File: config.mk
export PLATFORM = sky130hd
export DESIGN_NAME = uart_rx_deser_fifo
export DESIGN_NICKNAME = d
export VERILOG_FILES = /design/src/rtl/uart_rx_pkg.sv /design/src/rtl/rx_fifo_sync.sv /design/src/rtl/uart_rx_deser_fifo.sv
export SDC_FILE = /design/constraint.sdc
export NUM_CORES = 1
export LEC_CHECK = 0
export ABC_CLOCK_PERIOD_IN_PS = 3130
export CAP_MARGIN = 10
export CORE_MARGIN = 3
export CORE_UTILIZATION = 45
export CTS_CLUSTER_DIAMETER = 100
export DETAILED_ROUTE_END_ITERATION = 10
export SKIP_CTS_REPAIR_TIMING = 1
export SKIP_LAST_GASP = 1
export SYNTH_ARGS = -nofsm -noshare
export SYNTH_HDL_FRONTEND = slang
export SYNTH_HIERARCHICAL = 1
export SYNTH_SLANG_ARGS = --single-unit
File: constraint.sdc
create_clock -name CLOCK -period 3.13 [get_ports CLOCK]
set_clock_uncertainty 0.15 [all_clocks]
set_input_delay 0.626 -clock CLOCK [delete_from_list [all_inputs] [get_ports CLOCK]]
set_output_delay 0.626 -clock CLOCK [all_outputs]
set_load 0.05 [all_outputs]
File: src/rtl/uart_rx_pkg.sv
// Shared UART RX definitions: default frame/FIFO parameters and receive-entry layout.
package uart_rx_pkg;

  localparam int unsigned DATA_W_DEF     = 8;
  localparam int unsigned DEPTH_DEF      = 4;
  localparam int unsigned PARITY_EN_DEF  = 0;
  localparam int unsigned PARITY_ODD_DEF = 0;

  // Entry = {frame_err, parity_err, data}; flag offsets are relative to DATA_W.
  localparam int unsigned FLAG_W   = 2;
  localparam int unsigned PERR_OFS = 0;
  localparam int unsigned FERR_OFS = 1;

  typedef struct packed {
    logic                  frame_err;
    logic                  parity_err;
    logic [DATA_W_DEF-1:0] data;
  } rx_entry_t;

endpackage

File: src/rtl/rx_fifo_sync.sv
// Synchronous show-ahead FIFO; read data comes straight from storage at the read pointer.
module rx_fifo_sync #(
  parameter int unsigned WIDTH = 10,
  parameter int unsigned DEPTH = 4
) (
  input  logic                     clk,
  input  logic                     rst_n,
  input  logic                     push,
  input  logic                     pop,
  input  logic [WIDTH-1:0]         wdata,
  output logic [WIDTH-1:0]         rdata,
  output logic                     empty,
  output logic                     full,
  output logic [$clog2(DEPTH):0]   level
);

  localparam int unsigned AW = $clog2(DEPTH);
  localparam int unsigned CW = AW + 1;

  logic [WIDTH-1:0] mem [DEPTH];
  logic [AW-1:0]    rptr;
  logic [AW-1:0]    wptr;
  logic [CW-1:0]    count;
  logic             wr_c;
  logic             rd_c;

  // A full FIFO still accepts a write when the same cycle pops.
  assign rd_c = pop && !empty;
  assign wr_c = push && (!full || pop);

  always_ff @(posedge clk or negedge rst_n) begin
    if (!rst_n) begin
      for (int i = 0; i < int'(DEPTH); i++) mem[i] <= '0;
      rptr  <= '0;
      wptr  <= '0;
      count <= '0;
    end else begin
      if (wr_c) begin
        mem[wptr] <= wdata;
        wptr      <= wptr + AW'(1);
      end
      if (rd_c) rptr <= rptr + AW'(1);
      case ({wr_c, rd_c})
        2'b10:   count <= count + CW'(1);
        2'b01:   count <= count - CW'(1);
        default: count <= count;
      endcase
    end
  end

  assign rdata = mem[rptr];
  assign empty = (count == '0);
  assign full  = (count == CW'(DEPTH));
  assign level = count;

endmodule

File: src/rtl/uart_rx_deser_fifo.sv
// UART RX deserialiser: LSB-first frame shift register, framing/parity check,
// and a receive FIFO with sticky overflow.
module uart_rx_deser_fifo
  import uart_rx_pkg::*;
#(
  parameter int unsigned DATA_W     = DATA_W_DEF,
  parameter int unsigned DEPTH      = DEPTH_DEF,
  parameter int unsigned PARITY_EN  = PARITY_EN_DEF,
  parameter int unsigned PARITY_ODD = PARITY_ODD_DEF
) (
  input  logic                     CLOCK,
  input  logic                     reset_n,
  input  logic                     Rx,
  input  logic                     shift,
  input  logic                     load_buffer,
  input  logic                     Rd_en,
  input  logic                     clr_ovrflw,
  output logic [DATA_W-1:0]        out,
  output logic                     parity_err,
  output logic                     frame_err,
  output logic                     d_valid,
  output logic                     full,
  output logic [$clog2(DEPTH):0]   level,
  output logic                     overflow
);

  localparam int unsigned FRAME_W = DATA_W + PARITY_EN;
  localparam int unsigned CNT_W   = $clog2(FRAME_W + 2);
  localparam int unsigned ENT_W   = DATA_W + FLAG_W;

  logic [FRAME_W-1:0] sr_q;
  logic [FRAME_W-1:0] sr_c;
  logic [CNT_W-1:0]   cnt_q;
  logic [CNT_W-1:0]   cnt_c;
  logic               perr_c;
  logic               ferr_c;
  logic               drop_c;
  logic               empty;
  logic               ovf_q;
  logic [ENT_W-1:0]   wdata;
  logic [ENT_W-1:0]   rdata;

  // Next frame state includes this cycle's shift so a same-cycle load sees it.
  always_comb begin
    sr_c  = sr_q;
    cnt_c = cnt_q;
    if (shift) begin
      sr_c = {Rx, sr_q[FRAME_W-1:1]};
      if (cnt_q != CNT_W'(FRAME_W + 1)) cnt_c = cnt_q + CNT_W'(1);
    end
  end

  assign ferr_c = (cnt_c != CNT_W'(FRAME_W));
  assign perr_c = (PARITY_EN != 0) && ((^sr_c) != 1'(PARITY_ODD));
  assign wdata  = {ferr_c, perr_c, sr_c[DATA_W-1:0]};
  assign drop_c = load_buffer && full && !Rd_en;

  always_ff @(posedge CLOCK or negedge reset_n) begin
    if (!reset_n) begin
      sr_q  <= '0;
      cnt_q <= '0;
      ovf_q <= 1'b0;
    end else begin
      sr_q  <= sr_c;
      cnt_q <= load_buffer ? '0 : cnt_c;
      if (clr_ovrflw)  ovf_q <= 1'b0;
      else if (drop_c) ovf_q <= 1'b1;
    end
  end

  rx_fifo_sync #(
    .WIDTH (ENT_W),
    .DEPTH (DEPTH)
  ) u_fifo (
    .clk   (CLOCK),
    .rst_n (reset_n),
    .push  (load_buffer),
    .pop   (Rd_en),
    .wdata (wdata),
    .rdata (rdata),
    .empty (empty),
    .full  (full),
    .level (level)
  );

  assign out        = rdata[DATA_W-1:0];
  assign parity_err = rdata[DATA_W + PERR_OFS];
  assign frame_err  = rdata[DATA_W + FERR_OFS];
  assign d_valid    = !empty;
  assign overflow   = ovf_q;

endmodule

==> flow_summary.json <==
{
  "status": "completed",
  "fp.dieH_um": 84.0,
  "worstMarginPinSlew_ns": 0.606,
  "cts_tree": "yes",
  "clk-insertion-delay-late_ns": 0.32,
  "timing.rr.start": "u_fifo/level[1]$_DFFE_PN0P_",
  "synthToLayoutAreaGrowth_pct": 21.0,
  "n_antenna_cell": 0,
  "endpoint_kind": "primary output",
  "grt_start_max_net_pins": 29,
  "cts_made_buffers": 9,
  "finalSetupViolCount": 0,
  "grt_pass1_wl_mm": 9.06,
  "nNetsFinal": 241,
  "synth_area_per_cell_um2": 14.9,
  "rows": 27,
  "arrival_ns": 2.14,
  "grt_antenna_before_repair": 0,
  "slew_viol_final": 0,
  "synth_area_leaders": "dfrtp_1 (55%), mux2_2 (20%), mux4_2 (8.2%)",
  "cts_root_buf": "clkbuf_8",
  "drv_cap": 0,
  "vias": 1597,
  "synth_largest_area_cell": "dfrtp_1",
  "cts_sinks": 60,
  "die_w_um": 84.0,
  "dr.pass1.iters": 3,
  "gr-total-overflow": 0,
  "crit_path_top_delay_cell": "clkdlybuf4s50_1",
  "coreArea_um2": 5710,
  "yosysTopAreaCellShare": 0.549,
  "yosysUniqueCellTypes": 31,
  "clk_pin_slew_ns": 0.07,
  "die_area_um2": 7050,
  "routed_wl_mm": 5.33,
  "yosysWarningCount": 6,
  "r2r_slack_ns": 0.74,
  "mostFrequentLayoutCells": "dfrtp_1 (60), mux2_2 (49), clkdlybuf4s50_1 (21)",
  "globalplace.congestion": 0.783,
  "hold_path.class": "input pin to asynchronous set/reset pin",
  "rr_worst_depth": 8,
  "timing.fmax_mhz": 343,
  "max_slew_margin": 0.596,
  "layout_commonest_cell": "dfrtp_1",
  "crit_type": "flip-flop to primary output",
  "hpwl_mm": 3.82,
  "yosysSeqAreaShare": 0.549,
  "cp_max_fo": 6,
  "period_share": 0.931,
  "total_leakage_power_nw": 1.41,
  "finalCriticalPeriod_ns": 2.91,
  "timing.hold.ws_ns": 0.160,
  "dpl.cell_count": 287,
  "start_util": 0.479,
  "cts_buffer_depth": 2,
  "track_usage": 0.170,
  "drc_errors": 0,
  "tns_ns": 0,
  "synth_area_um2": 2740,
  "ys_ff_latch": 60,
  "antenna_left": 0,
  "io_pins": 23,
  "path_cells": "buf_4 > mux4_2 > clkdlybuf4s50_1",
  "cts_max_level": 3,
  "hold_viol": 0,
  "viasPerCell": 5.29,
  "port-buffer-count": 22,
  "power.density_nw_per_um2": 1180,
  "ir_worst_vdd_v": 0.000608,
  "rsz0062_at_grt": "false",
  "syn_inst": 184,
  "routedWlPerCell_um": 17.7,
  "final_layout_size_suffix_gt1_frac": 0.400,
  "cp.required_ns": 2.35,
  "drt-initial-drc-count": 73,
  "critPathLaunchType": "flip-flop",
  "grt_pass1_vias": 1779,
  "reg2reg_to": "u_fifo/level[2]$_DFFE_PN0P_",
  "stdcell_count": 302,
  "worst_path_largest_cell_delay_ns": 0.71
}
-- metrics by stage --
step           area, µm²  utilization  power (mW)  setup WS, ns
6_report            3310        0.580        3.89         0.216
5_1_grt             3310        0.580        4.12         0.165
4_1_cts             3310        0.580        3.95         0.194
3_5_place_dp        3110        0.544        3.20         0.139
3_3_place_gp        3110        0.544        3.14         0.192
2_1_floorplan       2750            -        2.61         0.615
-- how the worst max path moves through the flow --
stage	cells after the start	start	slack, ns	endpoint
2_1_floorplan	8	u_fifo/level[2]$_DFFE_PN0P_	0.61	u_fifo/level[2]$_DFFE_PN0P_
3_3_place_gp	9	Rd_en	0.19	u_fifo/level[2]$_DFFE_PN0P_
3_5_place_dp	9	Rd_en	0.14	u_fifo/level[2]$_DFFE_PN0P_
4_1_cts	3	u_fifo/rptr[1]$_DFFE_PN0P_	0.19	out[0]
5_1_grt	3	u_fifo/rptr[0]$_DFFE_PN0P_	0.16	out[2]
6_report	3	u_fifo/rptr[1]$_DFFE_PN0P_	0.22	out[0]
-- synth_stat cells --
| master | instances |
|---|---|
| nand4_1 | 1 |
| or2b_2 | 1 |
| clkbuf_1 | 1 |
| or3_1 | 2 |
| and3_1 | 1 |
| o21a_1 | 1 |
| inv_1 | 9 |
| buf_2 | 2 |
| nor4b_4 | 1 |
| a21boi_0 | 1 |
| nor2_1 | 4 |
| a21oi_1 | 3 |
| mux4_2 | 10 |
| dfrtp_1 | 60 |
| a31oi_1 | 1 |
| o211ai_1 | 1 |
| conb_1 | 1 |
| fa_1 | 1 |
| mux2i_1 | 1 |
| xor2_1 | 3 |
| ha_1 | 7 |
| nor3_1 | 2 |
| nand2_1 | 7 |
| xnor2_1 | 4 |
| and3b_2 | 1 |
| o21ai_0 | 2 |
| and3b_4 | 1 |
| o31a_2 | 1 |
| mux2_2 | 49 |
| nor2b_1 | 1 |
| nor2_2 | 4 |
-- cell families after synthesis --
logic type,after synthesis,synth area share
muxes,60,0.288
xor gates and xnor gates,7,0.0224
other,1,0.00137
and+or+nand+nor,26,0.0595
buffers and inverters,12,0.0174
AOI/OAI and AO/OA,10,0.0233
DFF,60,0.549
adders and majority gates,8,0.0393
-- where the power goes --
group	internal, mW	switching (mW)	leakage, nW
Sequential	1.10	0.207	0.711
Combinational	0.850	1.01	0.595
Clock	0.441	0.287	0.102
Total	2.39	1.51	1.41
-- cell type report --
cell class              instances  area [µm²]
fillers                       466        2400
clock inverters                 5        77.6
clock buffers                  10         128
flip-flops and latches         60        1500
inverters                       9        33.8
multi-input cells             115        1200
repair buffers                 31         283
well taps                      72        90.1
-- critical path, delay by kind of cell (launching register included) --
| kind | cells | cell delay [ns] |
|---|---|---|
| flip-flops | 1 | 0.54 |
| buffers and inverters | 2 | 0.95 |
| multiplexers | 1 | 0.32 |
-- sequential cells by signal, indices dropped and copies added (netlist names) --
signal	cells
u_fifo/rptr	2
u_fifo/wptr	2
cnt_q	4
u_fifo/level	3
overflow	1
sr_q	8
u_fifo/mem	40
-- metal layers --
layer,share of wire,wire length [µm],GRT usage,vias to the layer above
li1,-,-,-,735
met1,0.44,2320,0.206,840
met2,0.52,2790,0.289,15
met3,0.030,160,0.0424,7
met4,0.011,57,0.0658,0
met5,0,0,0,-
Power figures use the tool's default switching activity.
